==> config.mk <==
export PLATFORM = sky130hd
export DESIGN_NAME = branch_pht_resolver
export DESIGN_NICKNAME = d
export VERILOG_FILES = /design/src/rtl/branch_pht_resolver.sv
export SDC_FILE = /design/constraint.sdc
export NUM_CORES = 1
export LEC_CHECK = 0
export ABC_AREA = 1
export CAP_MARGIN = 20
export CORE_UTILIZATION = 55
export DETAILED_ROUTE_END_ITERATION = 10
export PLACE_DENSITY = 0.83
export SETUP_SLACK_MARGIN = 0.15
export SLEW_MARGIN = 10
export SYNTH_ARGS = -nofsm -noshare
export SYNTH_HDL_FRONTEND = slang
export SYNTH_SLANG_ARGS = --single-unit
==> constraint.sdc <==
create_clock -name clk -period 2.8 [get_ports clk]
set_input_delay 0.56 -clock clk [delete_from_list [all_inputs] [get_ports clk]]
set_output_delay 0.56 -clock clk [all_outputs]
set_load 0.05 [all_outputs]
==> src/rtl/branch_pht_resolver.sv <==
// branch_pht_resolver
//   Pattern history table of 2-bit saturating counters. Lookups from fetch
//   read a counter and issue a registered prediction one cycle later.
//   Resolves from execute retire in-flight branches in order, train the
//   counter and report mispredictions.
//
// Ports
//   clk, reset    rising-edge clock, async active-high reset
//   lkp_valid     lookup request          lkp_idx   table index
//   lkp_ready     room for another in-flight branch
//   pred_valid    prediction valid (1 cycle after acceptance)
//   pred_taken    predicted direction (holds when no new prediction)
//   res_valid     outcome of oldest in-flight branch
//   res_torn      actual outcome, 1 = taken
//   res_ack       pulse: an entry was resolved
//   res_mispred   pulse with res_ack: stored prediction was wrong
//   res_err       pulse: resolve arrived with nothing in flight
//   inflight      current in-flight count
//   mis_cnt       saturating misprediction count
module branch_pht_resolver #(
  parameter int IDX_W = 4,
  parameter int DEPTH = 4,
  parameter int CNT_W = 8
) (
  input  logic                       clk,
  input  logic                       reset,
  input  logic                       lkp_valid,
  input  logic [IDX_W-1:0]           lkp_idx,
  output logic                       lkp_ready,
  output logic                       pred_valid,
  output logic                       pred_taken,
  input  logic                       res_valid,
  input  logic                       res_torn,
  output logic                       res_ack,
  output logic                       res_mispred,
  output logic                       res_err,
  output logic [$clog2(DEPTH):0]     inflight,
  output logic [CNT_W-1:0]           mis_cnt
);

  localparam int TBL   = 2**IDX_W;
  localparam int PTR_W = $clog2(DEPTH);
  localparam int CW    = PTR_W + 1;
  localparam logic [CW-1:0] DEPTH_C = CW'(DEPTH);

  logic [1:0]       pht [TBL];
  logic [IDX_W-1:0] fifo_idx  [DEPTH];
  logic             fifo_pred [DEPTH];
  logic [PTR_W-1:0] wr_ptr;
  logic [PTR_W-1:0] rd_ptr;

  logic             push;
  logic             pop;
  logic [IDX_W-1:0] res_idx;
  logic             res_pred;
  logic [1:0]       cnt_cur;
  logic [1:0]       cnt_upd;
  logic             mis_now;

  // Ready depends only on the registered count, so a same-cycle resolve
  // never frees a slot for a lookup in that cycle.
  assign lkp_ready = (inflight < DEPTH_C);
  assign push      = lkp_valid && lkp_ready;
  assign pop       = res_valid && (inflight != '0);
  assign res_idx   = fifo_idx[rd_ptr];
  assign res_pred  = fifo_pred[rd_ptr];
  assign cnt_cur   = pht[res_idx];
  assign mis_now   = pop && (res_pred != res_torn);

  always_comb begin
    cnt_upd = cnt_cur;
    if (res_torn) begin
      if (cnt_cur != 2'b11) cnt_upd = cnt_cur + 2'b01;
    end else begin
      if (cnt_cur != 2'b00) cnt_upd = cnt_cur - 2'b01;
    end
  end

  // FIFO payload needs no reset; occupancy is tracked by the pointers/count.
  always_ff @(posedge clk) begin
    if (push) begin
      fifo_idx[wr_ptr]  <= lkp_idx;
      fifo_pred[wr_ptr] <= pht[lkp_idx][1];
    end
  end

  // The lookup reads pht before the nonblocking update lands, giving
  // read-before-write when both touch the same index.
  always_ff @(posedge clk or posedge reset) begin
    if (reset) begin
      for (int i = 0; i < TBL; i++) pht[i] <= 2'b01;
      wr_ptr      <= '0;
      rd_ptr      <= '0;
      inflight    <= '0;
      mis_cnt     <= '0;
      pred_valid  <= 1'b0;
      pred_taken  <= 1'b0;
      res_ack     <= 1'b0;
      res_mispred <= 1'b0;
      res_err     <= 1'b0;
    end else begin
      pred_valid  <= push;
      res_ack     <= pop;
      res_mispred <= mis_now;
      res_err     <= res_valid && (inflight == '0);

      if (push) begin
        pred_taken <= pht[lkp_idx][1];
        wr_ptr     <= wr_ptr + PTR_W'(1);
      end

      if (pop) begin
        pht[res_idx] <= cnt_upd;
        rd_ptr       <= rd_ptr + PTR_W'(1);
      end

      case ({push, pop})
        2'b10:   inflight <= inflight + CW'(1);
        2'b01:   inflight <= inflight - CW'(1);
        default: inflight <= inflight;
      endcase

      if (mis_now && (mis_cnt != '1)) mis_cnt <= mis_cnt + CNT_W'(1);
    end
  end

endmodule

==> insert_results.sql <==
INSERT INTO impl_metrics (metric_group, metric, value, unit) VALUES
('critical_path', 'worst-endpoint-required', '3.05', 'ns'),
('timing', 'fin_tns_setup', '0', 'ns'),
('flow_run', 'drv.max_cap_violation_count', '0', ''),
('yosys', 'synth_ff_type', 'sky130_fd_sc_hd__dfrtp_1', ''),
('clock_tree', 'postCtsHoldBufs', '0', ''),
('route', 'via_count', '2941', ''),
('layout', 'num-fill-cells', '515', ''),
('route', 'routed_wl', '7896', 'µm'),
('yosys', 'syn_nets', '451', ''),
('power_and_ir_drop', 'comb_power_share', '0.515', ''),
('place', 'detailed_place_hpwl', '5709', 'µm'),
('critical_path', 'end_kind', 'flip-flop', ''),
('yosys', 'synth_enable_flop_cells', '20', ''),
('clock_tree', 'insertion_delay', '0.36', 'ns'),
('die', 'die_w', '84.61', 'µm'),
('layout', 'multiInputGateArea', '1525', 'µm²'),
('global_route', 'grt_start_max_net_pins', '28', ''),
('route', 'wl_per_cell', '14.46', 'µm'),
('clock_tree', 'clock_path_buffers', '2', ''),
('place', 'place.detailed.instances', '530', ''),
('yosys', 'netlist_area', '3754', 'µm²'),
('clock_tree', 'tritoncts', 'built', ''),
('clock_tree', 'cts_post_setup_buffers_inserted', '0', ''),
('place', 'routabilityCongestion', '0.9110', ''),
('power_and_ir_drop', 'power', '5.374', 'mW'),
('global_route', 'first_global_vias', '2821', ''),
('yosys', 'post_synth_xor_area_fraction', '0.02567', ''),
('die', 'die-area', '7159', 'µm²'),
('route', 'initialDrtViolationCount', '234', ''),
('timing', 'slew_viol_final', '0', ''),
('timing', 'grt_setup_unrepaired', 'false', ''),
('route', '1st_pass_router_iterations', '10', ''),
('min_path', 'hold_class', 'reg2reg', ''),
('power_and_ir_drop', 'switchingPower', '2.641', 'mW'),
('layout', 'finalNetCount', '480', ''),
('die', 'core-area', '6459', 'µm²'),
('power_and_ir_drop', 'pwr_density_cell', '1266', 'nW/µm²'),
('yosys', 'gate_count_after_technology_mapping', '435', ''),
('critical_path', 'worstSetupPathType', 'reg2reg', ''),
('timing', 'timing.hold.ws', '0.4706', 'ns'),
('status', 'violations_in_the_final_reports', 'DRC', ''),
('timing', 'max-slew-margin-rel', '0.5911', ''),
('die', 'floorplan.initialDensity', '0.5812', ''),
('yosys', 'async_flop_share', '0.7222', ''),
('timing', 'period_needed', '2.377', 'ns'),
('timing', 'worst_slew_pin_slew', '0.6114', 'ns'),
('route', 'routed_via_density', '5.386', ''),
('power_and_ir_drop', 'power_frac_seq', '0.338', ''),
('power_and_ir_drop', 'vdd.ir_drop.worst', '0.0005654', 'V'),
('layout', 'fin_util', '0.6571', ''),
('place', 'detailed_place.area', '4050', 'µm²'),
('power_and_ir_drop', 'total_leakage_power', '1.934', 'nW'),
('global_route', 'groute.usage.overall', '0.2469', ''),
('timing', 'post-route-worst-setup-slack', '0.4230', 'ns'),
('yosys', 'synthSimpleGateAreaFrac', '0.2987', ''),
('yosys', 'synth_top_family_by_area', 'simple AND/OR/NAND/NOR gates', ''),
('critical_path', 'arrival', '2.62', 'ns'),
('layout', 'final_area', '4244', 'µm²'),
('yosys', 'yosysUniqueCellTypes', '33', ''),
('place', 'placement.setup.worst_slack', '0.2581', 'ns'),
('route', 'drc', '1', ''),
('yosys', 'synthAdderAreaFrac', '0.02533', ''),
('power_and_ir_drop', 'p_sw_frac', '0.4915', ''),
('global_route', 'grt_antenna_before_repair', '0', ''),
('timing', 'fmax', '420.7', 'MHz'),
('die', 'floorplan.rows', '29', ''),
('yosys', 'sequential_share_of_the_synthesized_area', '0.5120', ''),
('place', 'portBuffers', '25', ''),
('status', 'run_status', 'finished with violations', ''),
('yosys', 'syn-mean-instance-area', '8.629', 'µm²'),
('timing', 'hold_violations', '0', '');
==> placed cells by master (no fill, tap or decap), types with 2 or more instances in the layout <==
cell,n
sky130_fd_sc_hd__inv_2,4
sky130_fd_sc_hd__nand2_2,5
sky130_fd_sc_hd__a21oi_1,6
sky130_fd_sc_hd__xnor2_1,4
sky130_fd_sc_hd__inv_1,56
sky130_fd_sc_hd__xor2_1,7
sky130_fd_sc_hd__nor2_2,2
sky130_fd_sc_hd__mux2i_1,4
sky130_fd_sc_hd__nand2_1,134
sky130_fd_sc_hd__nand2_4,4
sky130_fd_sc_hd__clkbuf_8,9
sky130_fd_sc_hd__clkinvlp_4,2
sky130_fd_sc_hd__inv_4,2
sky130_fd_sc_hd__nor3_1,2
sky130_fd_sc_hd__ha_1,6
sky130_fd_sc_hd__dfrtp_1,36
sky130_fd_sc_hd__nand3_1,50
sky130_fd_sc_hd__clkdlybuf4s50_1,25
sky130_fd_sc_hd__nand3_2,9
sky130_fd_sc_hd__mux2_2,2
sky130_fd_sc_hd__edfxtp_1,20
sky130_fd_sc_hd__o21ai_0,8
sky130_fd_sc_hd__nand3_4,2
sky130_fd_sc_hd__o211ai_1,8
sky130_fd_sc_hd__nor2_1,33
sky130_fd_sc_hd__dfstp_2,16
==> per-layer routing <==
metal	wire, µm	part of all wire	GRT usage	up-vias
met1	3597	0.46	0.3388	1412
met5	0	0	0	-
li1	-	-	-	1432
met3	400	0.051	0.05506	12
met4	110	0.014	0.09861	0
met2	3787	0.48	0.3843	85
==> state kept, by name, indices dropped and copies added (netlist names) <==
| register | count |
|---|---|
| res_mispred | 1 |
| wr_ptr | 2 |
| res_err | 1 |
| mis_cnt | 8 |
| rd_ptr | 2 |
| res_ack | 1 |
| fifo_pred | 4 |
| inflight | 3 |
| pht | 32 |
| pred_valid | 1 |
| pred_taken | 1 |
| fifo_idx | 16 |
==> repair_timing <==
item	in CTS	in global routing
resized for setup	0	1
setup endpoints to repair	0	8
hold endpoints to repair	0	0
==> layout make-up <==
type | count | share of cell area
Clock buffer | 11 | 0.03597
Clock inverter | 5 | 0.009139
Inverter | 61 | 0.05454
Multi-Input combinational cell | 293 | 0.3594
Sequential cell | 72 | 0.4528
Tap cell | 77 | 0.02270
Timing Repair Buffer | 27 | 0.06545
==> worst paths after layout <==
path                                 from          to  depth (start not counted)  slack [ns]
worst max-delay path            rd_ptr[0]     pht[27]                         16        0.42
worst max register to register  rd_ptr[0]     pht[27]                         16        0.42
worst min-delay path              pht[12]     pht[12]                          2        0.47
min in group asynchronous           reset  mis_cnt[0]                          2        0.61
max in group asynchronous           reset      pht[2]                          3        1.56
worst min register to register    pht[12]     pht[12]                          2        0.47
==> Yosys cell counts, types with 2 or more instances <==
cell / n / area share
sky130_fd_sc_hd__inv_1: 57 / 0.057
sky130_fd_sc_hd__edfxtp_1: 20 / 0.16
sky130_fd_sc_hd__xnor2_1: 4 / 0.0093
sky130_fd_sc_hd__nand2_2: 5 / 0.0083
sky130_fd_sc_hd__nor2_2: 2 / 0.0033
sky130_fd_sc_hd__nand3_2: 9 / 0.024
sky130_fd_sc_hd__inv_2: 4 / 0.0040
sky130_fd_sc_hd__a21oi_1: 6 / 0.0080
sky130_fd_sc_hd__o211ai_1: 8 / 0.016
sky130_fd_sc_hd__o21ai_0: 8 / 0.011
sky130_fd_sc_hd__nor3_1: 2 / 0.0027
sky130_fd_sc_hd__dfrtp_1: 36 / 0.24
sky130_fd_sc_hd__ha_1: 6 / 0.020
sky130_fd_sc_hd__nor2_1: 33 / 0.033
sky130_fd_sc_hd__nand2_1: 134 / 0.13
sky130_fd_sc_hd__nand3_1: 50 / 0.067
sky130_fd_sc_hd__xor2_1: 7 / 0.016
sky130_fd_sc_hd__mux2i_1: 4 / 0.011
sky130_fd_sc_hd__buf_6: 5 / 0.015
sky130_fd_sc_hd__nand3_4: 2 / 0.0093
sky130_fd_sc_hd__mux2_2: 2 / 0.0060
sky130_fd_sc_hd__buf_2: 2 / 0.0027
sky130_fd_sc_hd__nand2_4: 4 / 0.012
sky130_fd_sc_hd__dfstp_2: 16 / 0.11
==> power by group through the flow <==
stage,clock network (mW),logic [mW],registers (mW)
4_1_cts,0.803,2.76,1.81
6_report,0.787,2.77,1.82
5_1_grt,0.846,3.07,1.86
3_5_place_dp,0,2.75,1.83
2_1_floorplan,0,2.02,2.01
3_3_place_gp,0,2.67,1.82
==> logic make-up after synthesis <==
| group | Yosys count |
|---|---|
| flops | 72 |
| mux | 6 |
| xor+xnor | 11 |
| fa+ha+maj | 7 |
| buf+inv | 70 |
| simple gates | 244 |
| compound gates | 25 |
==> worst max-delay path: stages, from the launching register on <==
cell and delay (ns):
sky130_fd_sc_hd__dfrtp_1 0.55, sky130_fd_sc_hd__inv_4 0.19, sky130_fd_sc_hd__nand2_1 0.06, sky130_fd_sc_hd__nand2_1 0.06, sky130_fd_sc_hd__nand2_1 0.05, sky130_fd_sc_hd__nand2_1 0.12
sky130_fd_sc_hd__inv_1 0.08, sky130_fd_sc_hd__nand2_1 0.17, sky130_fd_sc_hd__inv_1 0.11, sky130_fd_sc_hd__nand3_2 0.09, sky130_fd_sc_hd__nand2_2 0.06, sky130_fd_sc_hd__nor2_2 0.14
sky130_fd_sc_hd__nand2_4 0.16, sky130_fd_sc_hd__nand2_2 0.12, sky130_fd_sc_hd__nand2_4 0.14, sky130_fd_sc_hd__nand2_1 0.11, sky130_fd_sc_hd__nand2_1 0.06
(Power assumes the default switching activity.)
